`config.mk`:
```
export PLATFORM = sky130hd
export DESIGN_NAME = gray_counter_32
export DESIGN_NICKNAME = d
export VERILOG_FILES = /design/src/rtl/gray_pkg.sv /design/src/rtl/gray_encoder.sv /design/src/rtl/gray_counter_32.sv
export SDC_FILE = /design/constraint.sdc
export NUM_CORES = 1
export LEC_CHECK = 0
export CAP_MARGIN = 20
export CORE_MARGIN = 10
export CORE_UTILIZATION = 33
export CTS_BUF_LIST = sky130_fd_sc_hd__clkbuf_4
export CTS_CLUSTER_DIAMETER = 100
export DETAILED_ROUTE_END_ITERATION = 7
export GPL_TIMING_DRIVEN = 0
export HOLD_SLACK_MARGIN = 0.1
export PLACE_DENSITY = 0.63
export SLEW_MARGIN = 20
export SYNTH_ARGS = -nofsm -noshare
export SYNTH_HDL_FRONTEND = slang
export SYNTH_SLANG_ARGS = --single-unit
export TNS_END_PERCENT = 30
```
`constraint.sdc`:
```
create_clock -name clk -period 8.6 [get_ports clk]
set_input_delay 1.72 -clock clk [delete_from_list [all_inputs] [get_ports clk]]
set_output_delay 1.72 -clock clk [all_outputs]
set_load 0.02 [all_outputs]
```
`src/rtl/gray_pkg.sv`:
```
// rtl/gray_pkg.sv - shared width, types and binary->Gray helper for the Gray counter
//
// Purpose : common definitions for gray_counter_32 and gray_encoder.
// Contents: GW     - default code width (multiple of 8, decoder works in bytes)
//           gray_t - GW-bit Gray-coded word
//           bin_t  - GW-bit binary word
//           bin2gray(b) - reflected Gray image of b
package gray_pkg;

  localparam int GW = 32;

  typedef logic [GW-1:0] gray_t;
  typedef logic [GW-1:0] bin_t;

  function automatic gray_t bin2gray(bin_t b);
    return b ^ (b >> 1);
  endfunction

endpackage

```
`src/rtl/gray_encoder.sv`:
```
// rtl/gray_encoder.sv - combinational W-bit binary to reflected Gray encoder
//
// Purpose : produces the Gray image of a binary word; used to form the
//           next-state value of the counter's registered Gray output.
// Ports   : bin  in  W  binary value
//           gray out W  bin ^ (bin >> 1)
module gray_encoder
  import gray_pkg::*;
#(
  parameter int W = GW
) (
  input  logic [W-1:0] bin,
  output logic [W-1:0] gray
);

  // The package helper is fixed at GW bits; other widths use the same
  // expression directly.
  if (W == GW) begin : g_pkg_width
    assign gray = bin2gray(bin);
  end else begin : g_any_width
    assign gray = bin ^ (bin >> 1);
  end

endmodule

```
`src/rtl/gray_counter_32.sv`:
```
// rtl/gray_counter_32.sv - registered up/down counter with Gray-coded output and valid/ready handshake
//
// Purpose : counts up or down in a binary shadow register and offers the
//           count as reflected Gray code (single-bit change per step, wrap
//           included) to the downstream Gray decoder.
// Ports   : clk      in  1  clock, rising edge
//           rst      in  1  asynchronous, active-high reset
//           en       in  1  request one count step
//           up       in  1  direction: 1 = +1, 0 = -1
//           load     in  1  load ld_val; priority over en
//           ld_val   in  W  binary value for load
//           g        out W  current count, Gray code (registered)
//           o_valid  out 1  g holds a word not yet consumed
//           o_ready  in  1  consumer accepts g this cycle
//           wrap     out 1  one-cycle pulse after a max->0 or 0->max step
// Config  : GRAY_CNT_SATURATE_EN - when defined, a step that would wrap holds
//           the count instead; o_valid is still set and wrap still pulses.
module gray_counter_32
  import gray_pkg::*;
#(
  parameter int           W       = GW,
  parameter logic [W-1:0] RST_VAL = '0
) (
  input  logic         clk,
  input  logic         rst,
  input  logic         en,
  input  logic         up,
  input  logic         load,
  input  logic [W-1:0] ld_val,
  output logic [W-1:0] g,
  output logic         o_valid,
  input  logic         o_ready,
  output logic         wrap
);

  logic [W-1:0] b;
  logic [W-1:0] b_step;
  logic [W-1:0] b_nxt;
  logic [W-1:0] g_nxt;
  logic         accept;
  logic         step;
  logic         at_edge;

  assign accept = o_valid & o_ready;

  // A full, unaccepted output blocks the step; the request is simply dropped.
  assign step = en & ~load & (~o_valid | o_ready);

  // The step about to be taken would cross max->0 (up) or 0->max (down).
  assign at_edge = up ? (&b) : ~(|b);

`ifdef GRAY_CNT_SATURATE_EN
  assign b_step = at_edge ? b : (up ? b + W'(1) : b - W'(1));
`else
  assign b_step = up ? b + W'(1) : b - W'(1);
`endif

  assign b_nxt = load ? ld_val : b_step;

  // g is registered from the encoded next binary value, so the output never
  // has a combinational path from the inputs and always matches b.
  gray_encoder #(
    .W(W)
  ) u_enc (
    .bin  (b_nxt),
    .gray (g_nxt)
  );

  always_ff @(posedge clk or posedge rst) begin
    if (rst) begin
      b       <= RST_VAL;
      g       <= RST_VAL ^ (RST_VAL >> 1);
      o_valid <= 1'b0;
      wrap    <= 1'b0;
    end else if (load) begin
      // Overwrites any pending word, even one the consumer has not taken.
      b       <= b_nxt;
      g       <= g_nxt;
      o_valid <= 1'b1;
      wrap    <= 1'b0;
    end else if (step) begin
      b       <= b_nxt;
      g       <= g_nxt;
      o_valid <= 1'b1;
      wrap    <= at_edge;
    end else begin
      o_valid <= o_valid & ~accept;
      wrap    <= 1'b0;
    end
  end

endmodule

```
==> flow_summary.yaml <==
route:
  drt_wl_total_mm: 18.0
  routedWlPerCell_um: 19.1
  detail_route.iter0.violations: 471
  drc_errors: 0
  first_pass_iters: 5
  number_of_vias_after_detailed_routing: 5250
  route.antenna.remaining_nets: 0
  vias_per_cell: 5.56
global_route:
  grt.overflow.total: 0
  antenna_found_initial: 0
  largest_net_degree_at_the_start_of_global_routing: 38
  track_usage_pct: 16.6
  first_global_vias: 5168
  grt_first_pass_wirelength_mm: 28.9
sta:
  totalNegativeSetupSlack_ns: 0
  setup-violations-final: 0
  timing.final.crit_share_pct: 62.0
  report.final.slew_viol_count: 0
  rsz0062_at_grt: "false"
  timing.slew.headroom_pct: 36.6
  max_clock_freq_ghz: 0.188
  layout_min_cycle_time_ns: 5.33
  fin_skew_ns: 0.0170
  max_slew.worst_pin.slew_ns: 0.948
  hold_slack_ns: 0.483
  timing.final.hold_violations: 0
  layout_setup_ws_ns: 3.27
hold_path:
  min_delay_path_depth: 2
  hold_path.startpoint: "g[4]"
  min_path_type: "register to register"
  worstHoldEndpoint: "g[4]"
setup_path:
  cp.arrival_ns: 5.74
  timing.critical_path.required_ns: 9.01
  regToRegEndpoint: "g[31]"
  timing.critical_path.fanout_max: 33
  worstSetupStartpointType: "input port"
  reg2reg_slack_ns: 5.22
  critPathCaptureType: "register"
  worstReg2RegStart: "b[8]"
  critical_path_class: "input port to register"
  rr_worst_depth: 10
synth:
  async_set_or_reset_register_ratio_after_synthesis_pct: 100
  post_synthesis_net_count: 710
  syn-mean-instance-area_um2: 8.36
  synth_sequential_area_ratio_pct: 30.3
  post_synth_instance_area_um2: 5360
  synth.yosys.warnings: 0
  ys.flop_type: "sky130_fd_sc_hd__dfrtp_1"
  synth-seq-cells: 65
  number_of_flops_mapped_to_enable_cells_by_yosys: 0
  synth_cell_type_count: 77
  postSynthCellCount: 641
floorplan:
  die_area_um2: 21700
  die_w_um: 147
  core_region_area_um2: 15900
  die_y_um: 147
  i_o_pin_count: 72
  placement_rows: 46
  initial_core_util_pct: 33.8
clock_network:
  cts_sinks: 65
  htreeDepth: 3
  postCtsHoldBufs: 0
  tritoncts: "built"
  cts_inserted_buffers: 9
  clockBufferDepth: 2
  root_driver: "sky130_fd_sc_hd__clkbuf_4"
  clk_latency_ns: 0.47
  worst_setup_hold_path_clk_slew_ns: 0.12
  cts.repair.resized: 0
  post_cts_buffers: 0
power_and_ir_drop:
  pwr_density_cell_nw_per_um2: 263
  cell_internal_pwr_mw: 0.918
  p_sw_share_pct: 46.1
  p_leak_nw: 2.68
  worst_ir_drop_vdd_mv: 0.0931
  p_sw_mw: 0.786
  clock_power_share_pct: 12.5
  share_comb_of_total_power_pct: 59.1
  pwr-share-seq_pct: 28.4
final_layout:
  final_core_util_pct: 40.8
  area_delta_synth_final_pct: 20.9
  antenna_cells_inserted: 0
  multi_input_area_um2: 3450
  finalNonFillerCells: 944
  sequential_cell_area_um2: 1630
  nets: 792
  drive_above_1_share_pct: 8.24
  filler_cell_count: 1721
placed_design:
  gp_routability_congestion: 0.962
  pre_cts_worst_setup_slack_ns: 2.89
  half_perimeter_wire_length_after_detailed_placement_mm: 13.6
  place.port_buffers: 70
  dp_cell_count: 928
job:
  cap_viol_max_count: 0
outcome:
  outcome: "completed"
[sequential cells by signal, indices dropped and copies added, names as in the netlist]
| register | count |
|---|---|
| b | 31 |
| g | 32 |
| o_valid | 1 |
| wrap | 1 |
[layout make-up]
cell class | instances | area share (%)
plain buffers | 37 | 3.59
inverters | 14 | 0.849
flip-flops and latches | 65 | 25.1
well taps | 216 | 4.17
multi-input cells | 525 | 53.2
repair buffers | 71 | 11.1
clock buffers | 9 | 1.04
clock inverters | 7 | 0.946
[worst max-delay path by stage]
| stage | to | slack (ns) | startpoint |
|---|---|---|---|
| after global routing | g[31] | 2.94 | up |
| final | g[31] | 3.27 | up |
| after CTS | g[27] | 3.39 | up |
| after global placement | g[27] | 2.43 | up |
| after detailed placement | g[27] | 2.89 | up |
| after floorplan | g[27] | 4.07 | up |
[placed cells by master, fill, tap and decap left out, types with 11 or more instances in the layout]
cell type,instances
sky130_fd_sc_hd__xor2_1,19
sky130_fd_sc_hd__clkbuf_1,23
sky130_fd_sc_hd__nand2_1,71
sky130_fd_sc_hd__clkdlybuf4s50_1,70
sky130_fd_sc_hd__nand3_1,17
sky130_fd_sc_hd__nand4_1,18
sky130_fd_sc_hd__inv_1,11
sky130_fd_sc_hd__nor4_1,13
sky130_fd_sc_hd__o211ai_1,12
sky130_fd_sc_hd__a21oi_1,45
sky130_fd_sc_hd__o21ai_0,44
sky130_fd_sc_hd__a21o_1,25
sky130_fd_sc_hd__dfrtp_1,65
sky130_fd_sc_hd__xnor2_1,22
sky130_fd_sc_hd__ha_1,30
sky130_fd_sc_hd__nor2_1,71
[critical path, stage by stage]
cell                              delay [ns]
sky130_fd_sc_hd__clkdlybuf4s50_1        0.54
sky130_fd_sc_hd__inv_2                  0.54
sky130_fd_sc_hd__ha_1                   0.35
sky130_fd_sc_hd__buf_4                  0.17
sky130_fd_sc_hd__a21oi_1                0.13
sky130_fd_sc_hd__o21ai_0                0.21
sky130_fd_sc_hd__a211oi_1               0.70
sky130_fd_sc_hd__nor3_1                 0.25
sky130_fd_sc_hd__nor3_1                 0.37
sky130_fd_sc_hd__o21ai_1                0.15
sky130_fd_sc_hd__a2111oi_0              0.44
sky130_fd_sc_hd__nand3b_1               0.16
[kinds of logic after synthesis]
logic type,synth area share [%]
buffers and inverters,5.32
flip-flops,30.3
adder cells (fa/ha/maj),7.37
XOR/XNOR,6.70
multiplexers,2.50
AO/OA/AOI/OAI,26.3
AND/OR/NAND/NOR,21.4
[synthesized netlist by cell type, types with 3 or more instances]
cell type | n | area share, %
sky130_fd_sc_hd__nor3_1 | 9 | 0.84
sky130_fd_sc_hd__nand4_1 | 18 | 2.1
sky130_fd_sc_hd__xnor2_1 | 22 | 3.6
sky130_fd_sc_hd__nor4_1 | 13 | 1.5
sky130_fd_sc_hd__a22oi_1 | 4 | 0.56
sky130_fd_sc_hd__o211ai_1 | 12 | 1.7
sky130_fd_sc_hd__mux2_2 | 3 | 0.63
sky130_fd_sc_hd__nand3_1 | 17 | 1.6
sky130_fd_sc_hd__a21o_1 | 25 | 3.5
sky130_fd_sc_hd__or3_1 | 4 | 0.47
sky130_fd_sc_hd__a211o_1 | 4 | 0.65
sky130_fd_sc_hd__inv_1 | 13 | 0.91
sky130_fd_sc_hd__nand2b_1 | 4 | 0.47
sky130_fd_sc_hd__o2111ai_1 | 3 | 0.49
sky130_fd_sc_hd__dfrtp_1 | 65 | 30
sky130_fd_sc_hd__a31o_2 | 6 | 0.98
sky130_fd_sc_hd__o21ai_0 | 44 | 4.1
sky130_fd_sc_hd__buf_6 | 3 | 0.63
sky130_fd_sc_hd__and3_1 | 6 | 0.70
sky130_fd_sc_hd__o21a_1 | 4 | 0.56
sky130_fd_sc_hd__a21oi_1 | 45 | 4.2
sky130_fd_sc_hd__mux2i_1 | 10 | 1.9
sky130_fd_sc_hd__a31oi_1 | 6 | 0.70
sky130_fd_sc_hd__xor2_1 | 19 | 3.1
sky130_fd_sc_hd__o31ai_1 | 3 | 0.42
sky130_fd_sc_hd__nand2_1 | 71 | 5.0
sky130_fd_sc_hd__ha_1 | 30 | 7.0
sky130_fd_sc_hd__o21ai_1 | 3 | 0.28
sky130_fd_sc_hd__a211oi_1 | 8 | 1.1
sky130_fd_sc_hd__clkbuf_8 | 6 | 1.5
sky130_fd_sc_hd__clkbuf_1 | 23 | 1.6
sky130_fd_sc_hd__and2_1 | 6 | 0.70
sky130_fd_sc_hd__nor2_1 | 71 | 5.0
sky130_fd_sc_hd__a21boi_0 | 3 | 0.42
[power groups by stage]
stage	logic (mW)	registers [mW]	clock network, mW
5_1_grt	1.11	0.499	0.230
3_5_place_dp	0.998	0.490	0
6_report	1.01	0.483	0.213
4_1_cts	1.01	0.483	0.219
3_3_place_gp	0.997	0.487	0
2_1_floorplan	0.635	0.535	0
[metrics by stage]
| step | instance area (um2) | total power [mW] |
|---|---|---|
| after floorplan | 5360 | 1.17 |
| after global placement | 6330 | 1.48 |
| after detailed placement | 6350 | 1.49 |
| after CTS | 6480 | 1.71 |
| after global routing | 6480 | 1.84 |
| final | 6480 | 1.70 |
[layer usage]
metal / track usage (%) / routed length (um)
met3: 3.54 / 1060
met1: 22.3 / 8520
met4: 5.25 / 382
met5: 0 / 0
met2: 26.1 / 8080
Power figures use the tool's default switching activity.
==> edit 1 (same settings) <==
Add a define of `GRAY_CNT_SATURATE_EN`.
--- a/src/rtl/gray_counter_32.sv
+++ b/src/rtl/gray_counter_32.sv
@@ -15,6 +15,8 @@
 //           wrap     out 1  one-cycle pulse after a max->0 or 0->max step
 // Config  : GRAY_CNT_SATURATE_EN - when defined, a step that would wrap holds
 //           the count instead; o_valid is still set and wrap still pulses.
+`define GRAY_CNT_SATURATE_EN
+
 module gray_counter_32
   import gray_pkg::*;
 #(
Behaviour: not the same (a bounded check fails within 4 cycles, from zero or initial values and one cycle with rst high).
==> edit 1 against the unedited design <==
First-iteration DRC count is 15% higher; sequential cell count stayed put; count of clock-buffer cells in the layout is 3 higher; largest power group unchanged; cell area is 2.3% lower; sequential power is 4% higher; critical path type unchanged; area after synthesis is 3.1% lower; clock power is 3% higher; worst setup slack better by 0.15 ns; sequential share of layout area is 0.59 points higher; wire length is 3.5% higher; total power is 0.27% higher; clock skew is 0.011 ns higher.
==> edit 1: results (changes against the unedited design) <==
Parameter                              Value

Run status
  Run status ... completed (unchanged)

Yosys
  Share of the synthesized netlist area taken by xor and xnor gates ... 0.0590 (was 0.0670)
  Post-synthesis share of cell area spent on full adders, half adders and majority gates ... 0.0761 (was 0.0737)
  Mapped Nets ... 720 (was 710)
  Share of cell area taken by muxes after synthesis ... 0.0188 (was 0.0250)
  Seq/Total Area, Yosys ... 0.313 (was 0.303)
  Most numerous cell types in the synthesized netlist ... 86 x sky130_fd_sc_hd__nand2_1, 76 x sky130_fd_sc_hd__nor2_1, 65 x sky130_fd_sc_hd__dfrtp_1 (was 71 x sky130_fd_sc_hd__nand2_1, 71 x sky130_fd_sc_hd__nor2_1, 65 x sky130_fd_sc_hd__dfrtp_1)
  Top cells by area in the synthesized netlist ... sky130_fd_sc_hd__dfrtp_1 31%, sky130_fd_sc_hd__ha_1 7.2%, sky130_fd_sc_hd__nand2_1 6.2%, sky130_fd_sc_hd__nor2_1 5.5%, sky130_fd_sc_hd__a21oi_1 5.4% (was sky130_fd_sc_hd__dfrtp_1 30%, sky130_fd_sc_hd__ha_1 7.0%, sky130_fd_sc_hd__nand2_1 5.0%, sky130_fd_sc_hd__nor2_1 5.0%, sky130_fd_sc_hd__a21oi_1 4.2%)

Final layout
  Net total in the final layout ... 803 (was 792)
  Share of cells above drive strength 1 ... 0.0650 (was 0.0824)
  Total of fill cells in the finished design ... 1636 (was 1721)

Power and ir drop
  Net Sw Power ... 0.771 mW (was 0.786 mW)
  Highest ir drop seen on vdd ... 106 µV (was 93.1 µV)

Place
  Placer Congestion ... 0.950 (was 0.962)
  Post-placement worst setup slack ... 2.67 ns (was 2.89 ns)

Global route
  GR Layer Usage met3 ... 0.0428 (was 0.0354)
  Wire length of the first global-routing pass ... 29.3 mm (was 28.9 mm)
  Vias in the first global route ... 5197 (was 5168)
  Pin count of the biggest net entering global routing ... 35 (was 38)

STA
  Worst-case headroom to the max-slew limit ... 0.434 (was 0.366)

Drt
  Routed wl met3 ... 1.30 mm (was 1.06 mm)
  Met2 routed WL ... 8.43 mm (was 8.08 mm)
  Starting DRC count in detailed routing ... 542 (was 471)
  Met1 Routed Length ... 8.43 mm (was 8.52 mm)

Worst setup path
  Data arrival time of the critical path ... 5.55 ns (was 5.74 ns)
  CP Max Fanout ... 16 (was 33)
edit 1: changes by cell type after synthesis, moves of 7 or more:
cell / delta
sky130_fd_sc_hd__a21o_1: -14
sky130_fd_sc_hd__a21oi_1: +11
sky130_fd_sc_hd__a31oi_1: +10
sky130_fd_sc_hd__nand2_1: +15
sky130_fd_sc_hd__nand2b_1: +7
sky130_fd_sc_hd__o21ai_1: +11
edit 1: final cells by class:
class / instances / area [µm²] / area share
Tap cell: 211 / 264 / 0.0417
Multi-Input combinational cell: 544 / 3390 / 0.536
Buffer: 33 / 143 / 0.0225
Inverter: 9 / 36.3 / 0.00573
Sequential cell: 65 / 1630 / 0.257
Timing Repair Buffer: 72 / 736 / 0.116
Clock inverter: 4 / 43.8 / 0.00691
Clock buffer: 12 / 90.1 / 0.0142
edit 1: per-stage QoR:
step	std cells	hold slack (ns)	utilization	cell area [µm²]
6_report	950	0.482	0.414	6330
5_1_grt	950	0.515	0.414	6330
4_1_cts	949	0.491	0.413	6320
3_5_place_dp	933	0.468	0.404	6180
3_3_place_gp	932	0.465	0.402	6160
2_1_floorplan	651	0.484	-	5200
edit 1: path summary, 6_finish.rpt:
path / depth (start not counted) / startpoint / slack, ns / end
worst max-delay path: 13 / up / 3.42 / g[27]
worst min-delay path: 2 / g[20] / 0.48 / g[20]
worst max register to register: 9 / b[24] / 5.18 / g[28]
worst min register to register: 2 / g[20] / 0.48 / g[20]
max in group asynchronous: 3 / rst / 6.46 / g[22]
min in group asynchronous: 2 / rst / 1.57 / g[14]
edit 1: critical path: stages:
cell and delay (ns):
sky130_fd_sc_hd__clkdlybuf4s50_1 0.63, sky130_fd_sc_hd__inv_1 0.37, sky130_fd_sc_hd__buf_8 0.28, sky130_fd_sc_hd__ha_1 0.42
sky130_fd_sc_hd__a21oi_1 0.11, sky130_fd_sc_hd__o21ai_1 0.26, sky130_fd_sc_hd__a2bb2oi_1 0.49, sky130_fd_sc_hd__nor2b_1 0.20
sky130_fd_sc_hd__a21oi_1 0.09, sky130_fd_sc_hd__nor4b_1 0.18, sky130_fd_sc_hd__or3_1 0.45, sky130_fd_sc_hd__a211oi_1 0.25
sky130_fd_sc_hd__a211oi_1 0.09
edit 1: power groups by stage:
| stage | logic, mW | clock network [mW] | registers (mW) |
|---|---|---|---|
| 6_report | 0.987 | 0.220 | 0.500 |
| 5_1_grt | 1.09 | 0.237 | 0.519 |
| 4_1_cts | 0.985 | 0.228 | 0.500 |
| 3_5_place_dp | 0.980 | 0 | 0.505 |
| 3_3_place_gp | 0.977 | 0 | 0.503 |
| 2_1_floorplan | 0.596 | 0 | 0.567 |
==> edit 2 (same settings) <==
Without the edit above. Make the reset (`rst`) synchronous in one clocked block. Comments in the files are not updated.
--- a/src/rtl/gray_counter_32.sv
+++ b/src/rtl/gray_counter_32.sv
@@ -66,7 +66,7 @@
     .gray (g_nxt)
   );
 
-  always_ff @(posedge clk or posedge rst) begin
+  always_ff @(posedge clk) begin
     if (rst) begin
       b       <= RST_VAL;
       g       <= RST_VAL ^ (RST_VAL >> 1);
Check against the original RTL: differs if rst is asserted again (counterexample within 4 cycles, from zero or initial values and one cycle with rst high); with rst held inactive, the same outputs for 4 cycles.
==> edit 2 against the unedited design <==
Die area down 5.9%; maximum frequency down 14%; cell area down 5.7%; first-iteration DRC count down 7.2%; wire length down 2.3%; worst setup slack worse by 0.86 ns; total power down 31%; area after synthesis down 6.8%; synthesized cell count down 2.2%; sequential cell count unchanged; clock skew down 0.0070 ns; critical path depth down 1; non-clock buffer count down 1; largest cell class unchanged.
==> edit 2: results (changes against the unedited design) <==
Parameter                              Value

Worst setup path
  Slowest stage cell on the critical path ... sky130_fd_sc_hd__clkinv_1 (was sky130_fd_sc_hd__a211oi_1)
  CP Max Fanout ... 30 (was 33)
  Data arrival time of the critical path ... 6.51 ns (was 5.74 ns)
  Delay of the slowest critical-path stage ... 0.96 ns (was 0.70 ns)
  CP delay by family, top ... buffers and inverters (was compound AO/OA/AOI/OAI gates)

Power and ir drop
  Highest ir drop seen on vdd ... 65.8 µV (was 93.1 µV)
  Lkg Pwr ... 2.37 nW (was 2.68 nW)

Global route
  Pin count of the biggest net entering global routing ... 31 (was 38)
  Wire length of the first global-routing pass ... 28.1 mm (was 28.9 mm)
  Antenna violations before repair ... 1 (was 0)
  GR Layer Usage met3 ... 0.0285 (was 0.0354)
  Met1 Track Usage GR ... 0.230 (was 0.223)

Place
  Post-Place Cell Area ... 5930 µm² (was 6350 µm²)

Clock network
  Total number of H-tree levels ... 3 (unchanged)
  Source-to-sink clock delay at the later pin of the worst-skew pair ... 0.43 ns (was 0.47 ns)

Yosys
  Most numerous cell types in the synthesized netlist ... 80 x sky130_fd_sc_hd__nor2_1, 65 x sky130_fd_sc_hd__dfxtp_1, 52 x sky130_fd_sc_hd__a211oi_1 (was 71 x sky130_fd_sc_hd__nand2_1, 71 x sky130_fd_sc_hd__nor2_1, 65 x sky130_fd_sc_hd__dfrtp_1)
  Top cells by area in the synthesized netlist ... sky130_fd_sc_hd__dfxtp_1 26%, sky130_fd_sc_hd__a211oi_1 7.8%, sky130_fd_sc_hd__ha_1 7.5%, sky130_fd_sc_hd__nor2_1 6.0%, sky130_fd_sc_hd__xnor2_1 5.6% (was sky130_fd_sc_hd__dfrtp_1 30%, sky130_fd_sc_hd__ha_1 7.0%, sky130_fd_sc_hd__nand2_1 5.0%, sky130_fd_sc_hd__nor2_1 5.0%, sky130_fd_sc_hd__a21oi_1 4.2%)
  Seq/Total Area, Yosys ... 0.260 (was 0.303)
  Proportion of synthesized flip-flops having asynchronous set or reset ... 0 (was 1.00)

Run status
  Run status ... completed (unchanged)

Drt
  Total detailed-routing wirelength ... 17.6 mm (was 18.0 mm)
  Starting DRC count in detailed routing ... 437 (was 471)
  Vias after detailed routing ... 5174 (was 5250)

Final layout
  Share of cells above drive strength 1 ... 0.0659 (was 0.0824)
  Net total in the final layout ... 777 (was 792)

STA
  Final Skew ... 0.00993 ns (was 0.0170 ns)
  Worst slew pin tran ... 1.11 ns (was 0.948 ns)
edit 2: changes by cell type after synthesis, sizes merged, moves of 7 or more:
cell / unedited run / this run
a211oi: 9 / 53
nand2: 71 / 45
xnor2: 22 / 33
nor2: 71 / 80
clkbuf: 30 / 19
nand3: 18 / 11
buf: 7 / 18
dfxtp: 0 / 65
o21ai: 47 / 24
a21o: 25 / 10
dfrtp: 65 / 0
nor3: 10 / 17
edit 2: cell families after synthesis:
family | share of synthesized area
adders and majority gates | 0.0791
DFF | 0.260
muxes | 0.0160
buffers and inverters | 0.0436
AOI/OAI and AO/OA | 0.298
xor gates and xnor gates | 0.0989
and+or+nand+nor | 0.204
edit 2: cell type report:
type / instances / area [µm²]
inverter: 12 / 45.0
buffer: 37 / 173
clock inverter: 6 / 106
tap: 184 / 230
antenna: 1 / 2.50
clock buffer: 10 / 75.1
timing repair buffer: 70 / 701
multi-input combinational: 513 / 3480
fill: 1491 / 8590
sequential: 65 / 1300
edit 2: path summary, 6_finish.rpt:
| kind | start | endpoint | slack (ns) | cells after the start |
|---|---|---|---|---|
| hold reg to reg | g[21] | g[21] | 0.50 | 2 |
| setup reg to reg | b[0] | g[30] | 5.30 | 10 |
| setup / recovery | up | g[30] | 2.41 | 11 |
| hold / removal | g[21] | g[21] | 0.50 | 2 |
edit 2: power breakdown:
group / switching, mW / internal (mW) / leakage, nW
Sequential: 0.0382 / 0.344 / 0.541
Combinational: 0.306 / 0.223 / 1.73
Clock: 0.118 / 0.149 / 0.0940
Total: 0.462 / 0.716 / 2.37
edit 2: layer usage:
layer,vias to the layer above,wire [µm]
met5,-,0
met4,0,333
met3,20,1080
met2,153,7980
met1,2493,8240
li1,2508,-
edit 2: through the flow:
| stage | setup WS (ns) | instances |
|---|---|---|
| 3_3_place_gp | 2.53 | 881 |
| 6_report | 2.41 | 898 |
| 4_1_cts | 2.95 | 897 |
| 5_1_grt | 2.20 | 898 |
| 2_1_floorplan | 4.06 | 627 |
| 3_5_place_dp | 2.53 | 881 |
edit 2: worst register-to-register path, cell delays in order (launching register included):
cell,delay [ns]
sky130_fd_sc_hd__dfxtp_1,0.47
sky130_fd_sc_hd__inv_1,0.14
sky130_fd_sc_hd__fa_1,0.46
sky130_fd_sc_hd__nand2b_1,0.22
sky130_fd_sc_hd__a21oi_4,0.21
sky130_fd_sc_hd__o21bai_4,0.16
sky130_fd_sc_hd__a21boi_1,0.29
sky130_fd_sc_hd__nor3_1,0.10
sky130_fd_sc_hd__nor3_1,0.73
sky130_fd_sc_hd__nor2_1,0.12
sky130_fd_sc_hd__a211o_1,0.31
